**config.mk**
```make
export PLATFORM = sky130hd
export DESIGN_NAME = rs_forney_seq
export DESIGN_NICKNAME = d
export VERILOG_FILES = /design/src/rtl/gf_pkg.sv /design/src/rtl/rs_horner_step.sv /design/src/rtl/rs_forney_seq.sv
export SDC_FILE = /design/constraint.sdc
export NUM_CORES = 2
export LEC_CHECK = 0
export CORE_MARGIN = 2
export CORE_UTILIZATION = 30
export CTS_CLUSTER_SIZE = 12
export DETAILED_ROUTE_END_ITERATION = 16
export PLACE_DENSITY = 0.56
export SETUP_SLACK_MARGIN = 0.3
export SLEW_MARGIN = 10
export SYNTH_ARGS = -nofsm -noshare
export SYNTH_HDL_FRONTEND = slang
export SYNTH_SLANG_ARGS = --single-unit
```
**constraint.sdc**
```tcl
create_clock -name aclk -period 25.9 [get_ports aclk]
set_clock_uncertainty 0.2 [all_clocks]
set_input_delay 5.18 -clock aclk [delete_from_list [all_inputs] [get_ports aclk]]
set_output_delay 5.18 -clock aclk [all_outputs]
set_load 0.02 [all_outputs]
```
**src/rtl/gf_pkg.sv**
```systemverilog
// GF(2^8) arithmetic (poly 0x11D), RS code constants and Forney FSM state encoding.
package gf_pkg;

  localparam int unsigned SYMB_WIDTH = 8;
  localparam int unsigned GF_ORDER   = (1 << SYMB_WIDTH) - 1;
  localparam logic [SYMB_WIDTH:0] GF_POLY = 9'h11D;
  localparam int unsigned N_LEN      = 255;
  localparam int unsigned T_LEN      = 8;
  localparam int unsigned ROOTS_NUM  = 16;
  localparam int          FIRST_ROOT = 1;

  typedef logic [SYMB_WIDTH-1:0] symb_t;

  typedef enum logic [2:0] {StIdle, StOmega, StEval, StDiv, StOut, StFin} state_t;

  function automatic symb_t gf_xtime(symb_t a);
    return a[SYMB_WIDTH-1] ? ((a << 1) ^ GF_POLY[SYMB_WIDTH-1:0]) : (a << 1);
  endfunction

  function automatic symb_t gf_mult(symb_t a, symb_t b);
    symb_t p;
    symb_t x;
    p = '0;
    x = a;
    for (int i = 0; i < SYMB_WIDTH; i++) begin
      if (b[i]) p = p ^ x;
      x = gf_xtime(x);
    end
    return p;
  endfunction

  // Square-and-multiply; exponent assumed already reduced below GF_ORDER.
  function automatic symb_t gf_pow(symb_t x, symb_t e);
    symb_t r;
    symb_t b;
    r = symb_t'(1);
    b = x;
    for (int i = 0; i < SYMB_WIDTH; i++) begin
      if (e[i]) r = gf_mult(r, b);
      b = gf_mult(b, b);
    end
    return r;
  endfunction

  function automatic symb_t gf_alpha_pow(symb_t e);
    return gf_pow(symb_t'(2), e);
  endfunction

  function automatic symb_t gf_inv(symb_t x);
    return gf_pow(x, symb_t'(GF_ORDER - 1));
  endfunction

  function automatic symb_t gf_div(symb_t a, symb_t b);
    return gf_mult(a, gf_inv(b));
  endfunction

  // Exponent (1 - fcr) mod GF_ORDER used to scale Omega by Xi^(1-fcr).
  function automatic symb_t gf_fcr_exp(int fcr);
    int e;
    e = (1 - fcr) % int'(GF_ORDER);
    if (e < 0) e = e + int'(GF_ORDER);
    return symb_t'(e);
  endfunction

endpackage

```
**src/rtl/rs_horner_step.sv**
```systemverilog
// One Horner step on two lanes (Omega, Lambda') sharing the Xi^-1 multiplier operand.
module rs_horner_step
  import gf_pkg::*;
#(
  parameter int unsigned SYMB_WIDTH = gf_pkg::SYMB_WIDTH
) (
  input  logic [SYMB_WIDTH-1:0] acc_om,
  input  logic [SYMB_WIDTH-1:0] acc_d,
  input  logic [SYMB_WIDTH-1:0] xi_inv,
  input  logic [SYMB_WIDTH-1:0] om_coef,
  input  logic [SYMB_WIDTH-1:0] d_coef,
  output logic [SYMB_WIDTH-1:0] acc_om_nxt,
  output logic [SYMB_WIDTH-1:0] acc_d_nxt
);

  always_comb begin
    acc_om_nxt = gf_mult(acc_om, xi_inv) ^ om_coef;
    acc_d_nxt  = gf_mult(acc_d, xi_inv) ^ d_coef;
  end

endmodule

```
**src/rtl/rs_forney_seq.sv**
```systemverilog
// Sequential Forney engine: serial Omega = S*Lambda mod x^ROOTS_NUM, shared Horner evaluation,
// one (position, magnitude) beat per error. RS_FORNEY_DEG_CHECK_EN adds err_uncorrectable.
module rs_forney_seq
  import gf_pkg::*;
#(
  parameter int unsigned T_LEN      = gf_pkg::T_LEN,
  parameter int unsigned ROOTS_NUM  = gf_pkg::ROOTS_NUM,
  parameter int unsigned N_LEN      = gf_pkg::N_LEN,
  parameter int          FIRST_ROOT = gf_pkg::FIRST_ROOT,
  parameter int unsigned SYMB_WIDTH = gf_pkg::SYMB_WIDTH
) (
  input  logic                                 aclk,
  input  logic                                 areset,
  input  logic                                 s_vld,
  output logic                                 s_rdy,
  input  logic [ROOTS_NUM-1:0][SYMB_WIDTH-1:0] s_syndrome,
  input  logic [T_LEN:0][SYMB_WIDTH-1:0]       s_err_loc,
  input  logic [T_LEN-1:0][SYMB_WIDTH-1:0]     s_err_pos,
  input  logic [T_LEN-1:0]                     s_err_pos_vld,
  output logic                                 m_vld,
  input  logic                                 m_rdy,
  output logic [SYMB_WIDTH-1:0]                m_pos,
  output logic [SYMB_WIDTH-1:0]                m_mag,
  output logic                                 m_last,
  output logic                                 m_zero_deriv,
  output logic                                 done
`ifdef RS_FORNEY_DEG_CHECK_EN
  ,
  output logic                                 err_uncorrectable
`endif
);

  localparam int unsigned CW = (ROOTS_NUM > 1) ? $clog2(ROOTS_NUM) : 1;
  localparam logic [CW-1:0] CNT_LAST = CW'(ROOTS_NUM - 1);
  localparam symb_t POS_MAX   = symb_t'(N_LEN - 1);
  localparam symb_t SCALE_EXP = gf_fcr_exp(FIRST_ROOT);

  state_t state_q, state_d;
  logic [CW-1:0] cnt_q;
  logic [ROOTS_NUM-1:0][SYMB_WIDTH-1:0] syn_q, omega_q;
  logic [T_LEN:0][SYMB_WIDTH-1:0] lam_q;
  logic [T_LEN-1:0][SYMB_WIDTH-1:0] pos_q;
  logic [T_LEN-1:0] mask_q, slot_q;
  symb_t xi_q, xi_inv_q, cur_pos_q, acc_om_q, acc_d_q;

  logic accept, hshake, sel_load;
  logic [T_LEN-1:0] rem_mask, sel_mask, sel_slot;
  symb_t sel_pos, sel_xi, omega_k, om_coef, d_coef, acc_om_nxt, acc_d_nxt, num, mag;

  always_comb begin
    s_rdy  = (state_q == StIdle);
    accept = s_vld & s_rdy;
    hshake = (state_q == StOut) & m_rdy;
  end

  always_comb begin
    state_d = state_q;
    unique case (state_q)
      StIdle:  if (s_vld) state_d = (s_err_pos_vld == '0) ? StFin : StOmega;
      StOmega: if (cnt_q == CNT_LAST) state_d = StEval;
      StEval:  if (cnt_q == '0) state_d = StDiv;
      StDiv:   state_d = StOut;
      StOut:   if (m_rdy) state_d = (rem_mask == '0) ? StFin : StEval;
      StFin:   state_d = StIdle;
      default: state_d = StIdle;
    endcase
  end

  always_ff @(posedge aclk or posedge areset) begin
    if (areset) state_q <= StIdle;
    else        state_q <= state_d;
  end

  // Next slot is the lowest remaining mask bit; in OUT the current slot is already excluded.
  always_comb begin
    rem_mask = mask_q & ~slot_q;
    sel_mask = (state_q == StOut) ? rem_mask : mask_q;
    sel_slot = sel_mask & (~sel_mask + T_LEN'(1));
    sel_pos  = '0;
    for (int i = 0; i < int'(T_LEN); i++) begin
      if (sel_slot[i]) sel_pos = sel_pos | pos_q[i];
    end
    sel_xi   = gf_alpha_pow(POS_MAX - sel_pos);
    sel_load = ((state_q == StOmega) && (cnt_q == CNT_LAST)) || hshake;
  end

  always_comb begin
    omega_k = '0;
    for (int j = 0; j <= int'(T_LEN); j++) begin
      if (j <= int'(cnt_q)) omega_k = omega_k ^ gf_mult(lam_q[j], syn_q[int'(cnt_q) - j]);
    end
    om_coef = omega_q[cnt_q];
    // Formal derivative in characteristic 2 keeps only odd-power Lambda terms.
    d_coef = '0;
    if (!cnt_q[0] && (int'(cnt_q) < int'(T_LEN))) d_coef = lam_q[int'(cnt_q) + 1];
  end

  rs_horner_step #(
    .SYMB_WIDTH(SYMB_WIDTH)
  ) u_horner (
    .acc_om    (acc_om_q),
    .acc_d     (acc_d_q),
    .xi_inv    (xi_inv_q),
    .om_coef   (om_coef),
    .d_coef    (d_coef),
    .acc_om_nxt(acc_om_nxt),
    .acc_d_nxt (acc_d_nxt)
  );

  always_comb begin
    num = (FIRST_ROOT == 1) ? acc_om_q : gf_mult(gf_pow(xi_q, SCALE_EXP), acc_om_q);
    mag = (acc_d_q == '0) ? '0 : gf_div(num, acc_d_q);
  end

  always_ff @(posedge aclk or posedge areset) begin
    if (areset) begin
      cnt_q        <= '0;
      syn_q        <= '0;
      omega_q      <= '0;
      lam_q        <= '0;
      pos_q        <= '0;
      mask_q       <= '0;
      slot_q       <= '0;
      xi_q         <= '0;
      xi_inv_q     <= '0;
      cur_pos_q    <= '0;
      acc_om_q     <= '0;
      acc_d_q      <= '0;
      m_vld        <= 1'b0;
      m_pos        <= '0;
      m_mag        <= '0;
      m_last       <= 1'b0;
      m_zero_deriv <= 1'b0;
      done         <= 1'b0;
    end else begin
      done <= (state_q == StFin);
      if (accept) begin
        syn_q  <= s_syndrome;
        lam_q  <= s_err_loc;
        pos_q  <= s_err_pos;
        mask_q <= s_err_pos_vld;
        slot_q <= '0;
        cnt_q  <= '0;
      end
      if (state_q == StOmega) begin
        omega_q[cnt_q] <= omega_k;
        if (cnt_q != CNT_LAST) cnt_q <= cnt_q + 1'b1;
      end
      if (sel_load) begin
        slot_q    <= sel_slot;
        cur_pos_q <= sel_pos;
        xi_q      <= sel_xi;
        xi_inv_q  <= gf_inv(sel_xi);
        acc_om_q  <= '0;
        acc_d_q   <= '0;
        cnt_q     <= CNT_LAST;
      end
      if (state_q == StEval) begin
        acc_om_q <= acc_om_nxt;
        acc_d_q  <= acc_d_nxt;
        if (cnt_q != '0) cnt_q <= cnt_q - 1'b1;
      end
      if (state_q == StDiv) begin
        m_vld        <= 1'b1;
        m_pos        <= cur_pos_q;
        m_mag        <= mag;
        m_zero_deriv <= (acc_d_q == '0);
        m_last       <= (rem_mask == '0);
      end
      if (hshake) begin
        m_vld  <= 1'b0;
        mask_q <= rem_mask;
      end
    end
  end

`ifdef RS_FORNEY_DEG_CHECK_EN
  logic deg_bad_q, zd_seen_q;
  int unsigned pop_cnt, lam_deg;

  always_comb begin
    pop_cnt = 0;
    lam_deg = 0;
    for (int i = 0; i < int'(T_LEN); i++) pop_cnt = pop_cnt + 32'(s_err_pos_vld[i]);
    for (int i = 0; i <= int'(T_LEN); i++) begin
      if (s_err_loc[i] != '0) lam_deg = i;
    end
  end

  always_ff @(posedge aclk or posedge areset) begin
    if (areset) begin
      deg_bad_q         <= 1'b0;
      zd_seen_q         <= 1'b0;
      err_uncorrectable <= 1'b0;
    end else begin
      err_uncorrectable <= (state_q == StFin) & (deg_bad_q | zd_seen_q);
      if (accept) begin
        deg_bad_q <= (pop_cnt != lam_deg);
        zd_seen_q <= 1'b0;
      end else if ((state_q == StDiv) && (acc_d_q == '0)) begin
        zd_seen_q <= 1'b1;
      end
    end
  end
`endif

endmodule

```
# Word level (Yosys, flattened, before mapping)
# Index checks and enable logic that the tools add are counted.
[word_totals]
regBits = 467
latch_bits = 0
mem_bits_rw = 0
romBits = 0
in_bits = 276
out_inout_bits = 21
n_memories = 0
[op_classes]
addsub = 13
multipliers = 0
n_div = 0
order_cmp = 21
eq_ne = 11
n_shift = 0
muxes = 885
n_bitwise = 610
reduce_logical = 16
[op_table]
columns = ["op", "n"]
rows = [
  ["two-way mux 8 bit", 554],
  ["XOR 8 bit", 294],
  ["two-way mux 5 bit", 290],
  ["NOT 4 bit", 288],
  ["binary-select mux 8 bit (select 4 bit)", 11],
  ["bitwise mux 128 bit", 1],
  ["OR 8 bit", 7],
  ["less-than comparator 5 x 6 -> 1 bit (second input constant)", 8],
  ["demux 8 bit (select 4 bit)", 1],
  ["two-way mux 4 bit", 8],
  ["logical NOT 8 bit", 3],
  ["two-way mux 3 bit", 8],
  ["subtractor 4 x 3 -> 5 bit (second input constant)", 4],
  ["bitwise AND 8 bit", 2],
  ["<= comparator 3 x 4 -> 1 bit (first input constant)", 4],
  ["NOT 8 bit", 2],
  ["one-hot mux 3 bit (5 select lines)", 1],
  ["two-way mux 7 bit", 2],
  ["two-way mux 6 bit", 2],
  ["less-than comparator 4 x 5 -> 1 bit (second input constant)", 2],
  ["subtractor 4 x 2 -> 5 bit (second input constant)", 2],
  ["adder 8 x 1 -> 8 bit (second input constant)", 1],
  ["<= comparator 2 x 4 -> 1 bit (first input constant)", 2],
  ["!= test 2 bit (second input constant)", 4],
  ["other kinds (30)", 55],
]

# Depth between registers and ports, before layout
[logic_depth]
depth_word = 292
depth_mapped = 85
mapped_depth_nobuf = 72

# Modules after synthesis
# Synthesis repeated with hierarchy kept, for this count alone.
[hier_totals]
hier_cells = 8182
area_unflattened_um2 = 66177.2
[modules_own_cells]
columns = ["mod", "instances", "cells_per_inst", "area_each_um2", "seq_area_each_um2"]
rows = [
  ["rs_forney_seq", 1, 7837, 63527.2, 11686.2],
  ["rs_horner_step", 1, 345, 2650.0, 0.0],
]

# Least setup slack after synthesis
# Ideal clock, no wire load.
[synth_timing]
kind = "register to register"
from = "register state_q[0]"
to = "register xi_inv_q[3]"
setup_ns = 0.077
arrival_time_ns = 19.499
slack_ns = 6.125
stages_incl_launch_ff = 80
path_cell_list = "dfrtp_1 > buf_6 > nand4bb_1 > a22oi_1 > nand3_1 > a31oi_1 > or3_1 > clkbuf_1 > ha_1 > ha_1 > clkbuf_1 > inv_1 > o211a_1 > nor4_1 > or4_4 > xor2_1 > a221oi_4 > a211oi_1 > [... 44 more ...] > xnor2_1 > xnor3_1 > nor2_1 > xnor2_1 > xnor3_2 > xnor3_1 > xnor2_2 > buf_4 > o2bb2ai_1 > a311o_1 > xnor3_1 > xor3_2 > xnor2_2 > xnor2_1 > nor2_1 > xnor3_1 > xnor3_1 > o21ai_1"
[synth_between]
elab_cells_between_ends = 636
[synth_rtl]
columns = ["element", "line_no", "text"]
rows = [
  ["start, declared", "rs_forney_seq.sv:38", "state_t state_q, state_d;"],
  ["start signal, assigned", "rs_forney_seq.sv:70", "if (areset) state_q <= StIdle;"],
  ["start signal, assigned", "rs_forney_seq.sv:71", "else state_q <= state_d;"],
  ["== test 3 bit (*)", "rs_forney_seq.sv:77", "sel_mask = (state_q == StOut) ? rem_mask : mask_q;"],
  ["two-way mux 8 bit (*)", "rs_forney_seq.sv:77", ""],
  ["NOT 8 bit", "rs_forney_seq.sv:78", "sel_slot = sel_mask & (~sel_mask + T_LEN'(1));"],
  ["adder 8 x 1 -> 8 bit", "rs_forney_seq.sv:78", ""],
  ["bitwise AND 8 bit (*)", "rs_forney_seq.sv:78", ""],
  ["two-way mux 8 bit", "rs_forney_seq.sv:81", "if (sel_slot[i]) sel_pos = sel_pos | pos_q[i];"],
  ["OR 8 bit", "rs_forney_seq.sv:81", ""],
  ["two-way mux 8 bit", "rs_forney_seq.sv:81", ""],
  ["[... 12 more ...]", "--", ""],
  ["named net sel_pos[1]", "rs_forney_seq.sv:48", "symb_t sel_pos, sel_xi, omega_k, om_coef, d_coef, acc_om_nxt, acc_d_nxt, num, mag;"],
  ["[... 229 more ...]", "--", ""],
  ["XOR 8 bit", "gf_pkg.sv:26", "if (b[i]) p = p ^ x;"],
  ["two-way mux 8 bit", "gf_pkg.sv:26", ""],
  ["two-way mux 8 bit", "rs_forney_seq.sv:149", "if (sel_load) begin"],
  ["XOR 8 bit", "gf_pkg.sv:26", ""],
  ["two-way mux 8 bit", "gf_pkg.sv:26", ""],
  ["two-way mux 8 bit", "rs_forney_seq.sv:149", ""],
  ["XOR 8 bit", "gf_pkg.sv:26", ""],
  ["two-way mux 8 bit (*)", "gf_pkg.sv:26", ""],
  ["end signal, assigned", "rs_forney_seq.sv:153", "xi_inv_q <= gf_inv(sel_xi);"],
  ["end, declared", "rs_forney_seq.sv:44", "symb_t xi_q, xi_inv_q, cur_pos_q, acc_om_q, acc_d_q;"],
]
# Mark *: on every way through the listed nets, which the timed path passes. The rest lies on a longest branch. The select of a mux whose other input is x is not followed.
# A chain may end at the register's enable or synchronous reset.

# Worst setup path after layout
[layout_timing]
from = "register state_q[2]"
to = "register xi_inv_q[3]"
[layout_between]
elab_chain_len = 261
elab_cells_between_ends = 636
[layout_rtl]
columns = ["element", "line_no"]
rows = [
  ["== test 3 bit (*)", "rs_forney_seq.sv:77"],
  ["two-way mux 8 bit (*)", "rs_forney_seq.sv:77"],
  ["NOT 8 bit", "rs_forney_seq.sv:78"],
  ["adder 8 x 1 -> 8 bit", "rs_forney_seq.sv:78"],
  ["bitwise AND 8 bit (*)", "rs_forney_seq.sv:78"],
  ["two-way mux 8 bit", "rs_forney_seq.sv:81"],
  ["OR 8 bit", "rs_forney_seq.sv:81"],
  ["two-way mux 8 bit", "rs_forney_seq.sv:81"],
  ["[... 12 more ...]", "--"],
  ["named net sel_pos[0]", "rs_forney_seq.sv:48"],
  ["[... 233 more ...]", "--"],
  ["XOR 8 bit", "gf_pkg.sv:26"],
  ["two-way mux 8 bit", "gf_pkg.sv:26"],
  ["two-way mux 8 bit", "rs_forney_seq.sv:149"],
  ["XOR 8 bit", "gf_pkg.sv:26"],
  ["two-way mux 8 bit", "gf_pkg.sv:26"],
  ["two-way mux 8 bit", "rs_forney_seq.sv:149"],
  ["XOR 8 bit", "gf_pkg.sv:26"],
  ["two-way mux 8 bit (*)", "gf_pkg.sv:26"],
]
# Marked as above.

==> run_results.csv <==
group,metric,value,unit
outcome,status,"finished clean",
run,drv_cap,0,
timing,fin_crit_sh,0.913,
routing,drtAntennaViolNets,0,
final_layout,fin_util,0.338,
placed_design,pre_cts_ws,2.46,ns
timing,rsz0062_at_grt,"false",
routing,drcViolationCount,0,
final_layout,nets,8611,
setup_path,end_kind,"register",
floorplan,fp.coreArea,220000,sq um
setup_path,cp-start-kind,"register",
hold_path,hp-class,"register to register",
logic_synthesis,ys_top_cells_by_area,"xnor2_1 (20%), dfrtp_1 (18%), nand2_1 (10%)",
global_route,grt_first_pass_wirelength,351,mm
final_layout,antenna_cells,0,
floorplan,die_w,475,microns
logic_synthesis,ys_seq_area_frac,0.176,
final_layout,area_delta_synth_final,11.9,%
timing,fin_setup_tns,0,ns
timing,finalHoldViolations,0,
logic_synthesis,synth.avg_cell_area,7.96,sq um
timing,finalWorstSetupSlack,2.25,ns
clock_network,clock_latency,0.69,ns
timing,drv_slew,0,
clock_network,cts_resized,0,
floorplan,pin_count,297,
clock_network,cts_buffers,60,
timing,worst_slew_pin_slew,1.18,ns
global_route,met1_usage,0.256,
setup_path,max_stage_delay,0.83,ns
logic_synthesis,ys_ff_latch,467,
routing,vias,60090,
placed_design,gp_congestion,0.915,
floorplan,die_h,475,microns
global_route,grt_usage,0.195,
setup_path,r2r_setup_slack,2.25,ns
global_route,grt_pass1_vias,57760,
routing,wl_per_cell,20.1,microns
placed_design,post-dp-hpwl,169,mm
global_route,use_met2,0.335,
clock_network,hold_buffers,0,
setup_path,crit_slowest_cell,"xnor3_1",
floorplan,initial_core_util,0.302,
routing,finalWirelength,228,mm
global_route,overflow,0,
final_layout,drive_above_1_share,0.101,
routing,firstDrtPassIters,6,
setup_path,crit_top_cell,"xnor2_1",
final_layout,design_area,74400,sq um
floorplan,die-area,225000,sq um
logic_synthesis,synth_cells,8351,
logic_synthesis,syn_area,66500,sq um
logic_synthesis,ys.flop_type,"dfrtp_1",
clock_network,cts_root_buf,"clkbuf_16",
clock_network,clk_pin_slew,0.06,ns
setup_path,cp.required,26.30,ns
setup_path,worstSetupPathType,"register to register",
timing,setup_viol,0,
timing,timing.fmax,42.3,MHz
logic_synthesis,yosysTopAreaCell,"xnor2_1",
logic_synthesis,synth_common_cells,"nand2_1 (1792), xnor2_1 (1549), nor2_1 (743)",
setup_path,worstPathArrival,24.05,ns
global_route,antenna_found_initial,22,
clock_network,postCtsSetupRepairBufs,0,
routing,viasPerCell,5.32,
global_route,grtUsageMet3,0.0228,
logic_synthesis,synth_enable_flop_cells,0,
setup_path,cp_max_fo,22,
clock_network,clockBufferDepth,3,
global_route,grt-busiest-layer,"met2",
logic_synthesis,yosysTopAreaCellShare,0.204,
logic_synthesis,yosys_warnings,0,
floorplan,rows,172,
global_route,grt_max_degree,177,
clock_network,numClockSinks,467,
placed_design,portBuffers,296,
clock_network,cts_tree,"yes",
clock_network,htreeDepth,2,
timing,min_period,23.65,ns
logic_synthesis,async_flop_share,1.00,
logic_synthesis,syn-num-nets,8671,
timing,slew-limit-headroom,0.210,
logic_synthesis,yosysUniqueCellTypes,128,
routing,drt_iter0_drc,5063,
logic_synthesis,synth.most_common_cell,"nand2_1",
placed_design,dpl_cell_area,72300,sq um
-- routing by layer --
metal,routed length (microns),up-vias
li1,-,28251
met4,6690,0
met3,13400,345
met1,97500,29459
met5,0,-
met2,110000,2035
-- final cells by class --
class,count,area (sq um)
multi-input combinational,7177,52200
clock buffer,79,1670
fill,23037,146000
inverter,123,469
tap,2958,3700
sequential,467,11700
timing repair buffer,462,4220
clock inverter,30,452
-- critical path: cells and delay by family (launching register included) --
family          cells  cell delay [ns]
mux                 2             0.69
simple gates       11             2.53
buf+inv             6             1.29
compound gates     16             4.56
xor+xnor           30            11.34
flops               1             0.68
fa+ha+maj           5             2.25
-- kinds of logic after synthesis --
family	count (synthesis)	share of synthesized area
AND/OR/NAND/NOR	3171	0.202
flip-flops	467	0.176
AO/OA/AOI/OAI	1277	0.126
buffers and inverters	707	0.0415
adder cells (fa/ha/maj)	45	0.00843
XOR/XNOR	2158	0.318
multiplexers	526	0.129
-- per-stage QoR --
stage / cells / hold WS (ns)
floorplan: 8351 / 0.238
global placement: 11187 / 0.261
detailed placement: 11187 / 0.265
CTS: 11296 / 0.278
global route: 11296 / 0.306
finish: 11296 / 0.273
-- path summary, 6_finish.rpt --
check,start,to,cells past startpoint
setup / recovery,state_q[2],xi_inv_q[3],70
hold / removal,pos_q[12],pos_q[12],2
hold reg to reg,pos_q[12],pos_q[12],2
max in group asynchronous,areset,omega_q[86],4
min in group asynchronous,areset,pos_q[30],2
setup reg to reg,state_q[2],xi_inv_q[3],70
-- flip-flops by register name, indices dropped and copies added, names as in the netlist --
register and count:
mask_q 8, m_mag 8, omega_q 128, cur_pos_q 8
done 1, state_q 3, m_last 1, lam_q 72
slot_q 8, syn_q 128, m_pos 8, acc_om_q 8
xi_inv_q 8, acc_d_q 8, m_vld 1, cnt_q 4
m_zero_deriv 1, pos_q 64
-- placed cells by master, fill, tap and decap left out, types with 46 or more instances in the layout --
master	count
nand2_1	1790
xnor2_1	1535
nor2_1	742
dfrtp_1	465
xor2_1	434
o21ai_0	313
a21oi_1	299
clkdlybuf4s50_1	296
mux4_2	245
buf_4	165
mux2_2	159
nand3_1	154
mux2i_1	118
nor3_1	105
xnor3_1	105
inv_1	102
o22ai_1	87
a211oi_1	63
clkbuf_16	60
nand2b_1	59
a22oi_1	55
nor2b_1	46
o211ai_1	46
Power is not shown: default switching activity piles up to over one toggle a cycle in this logic, so the estimate is an artifact.
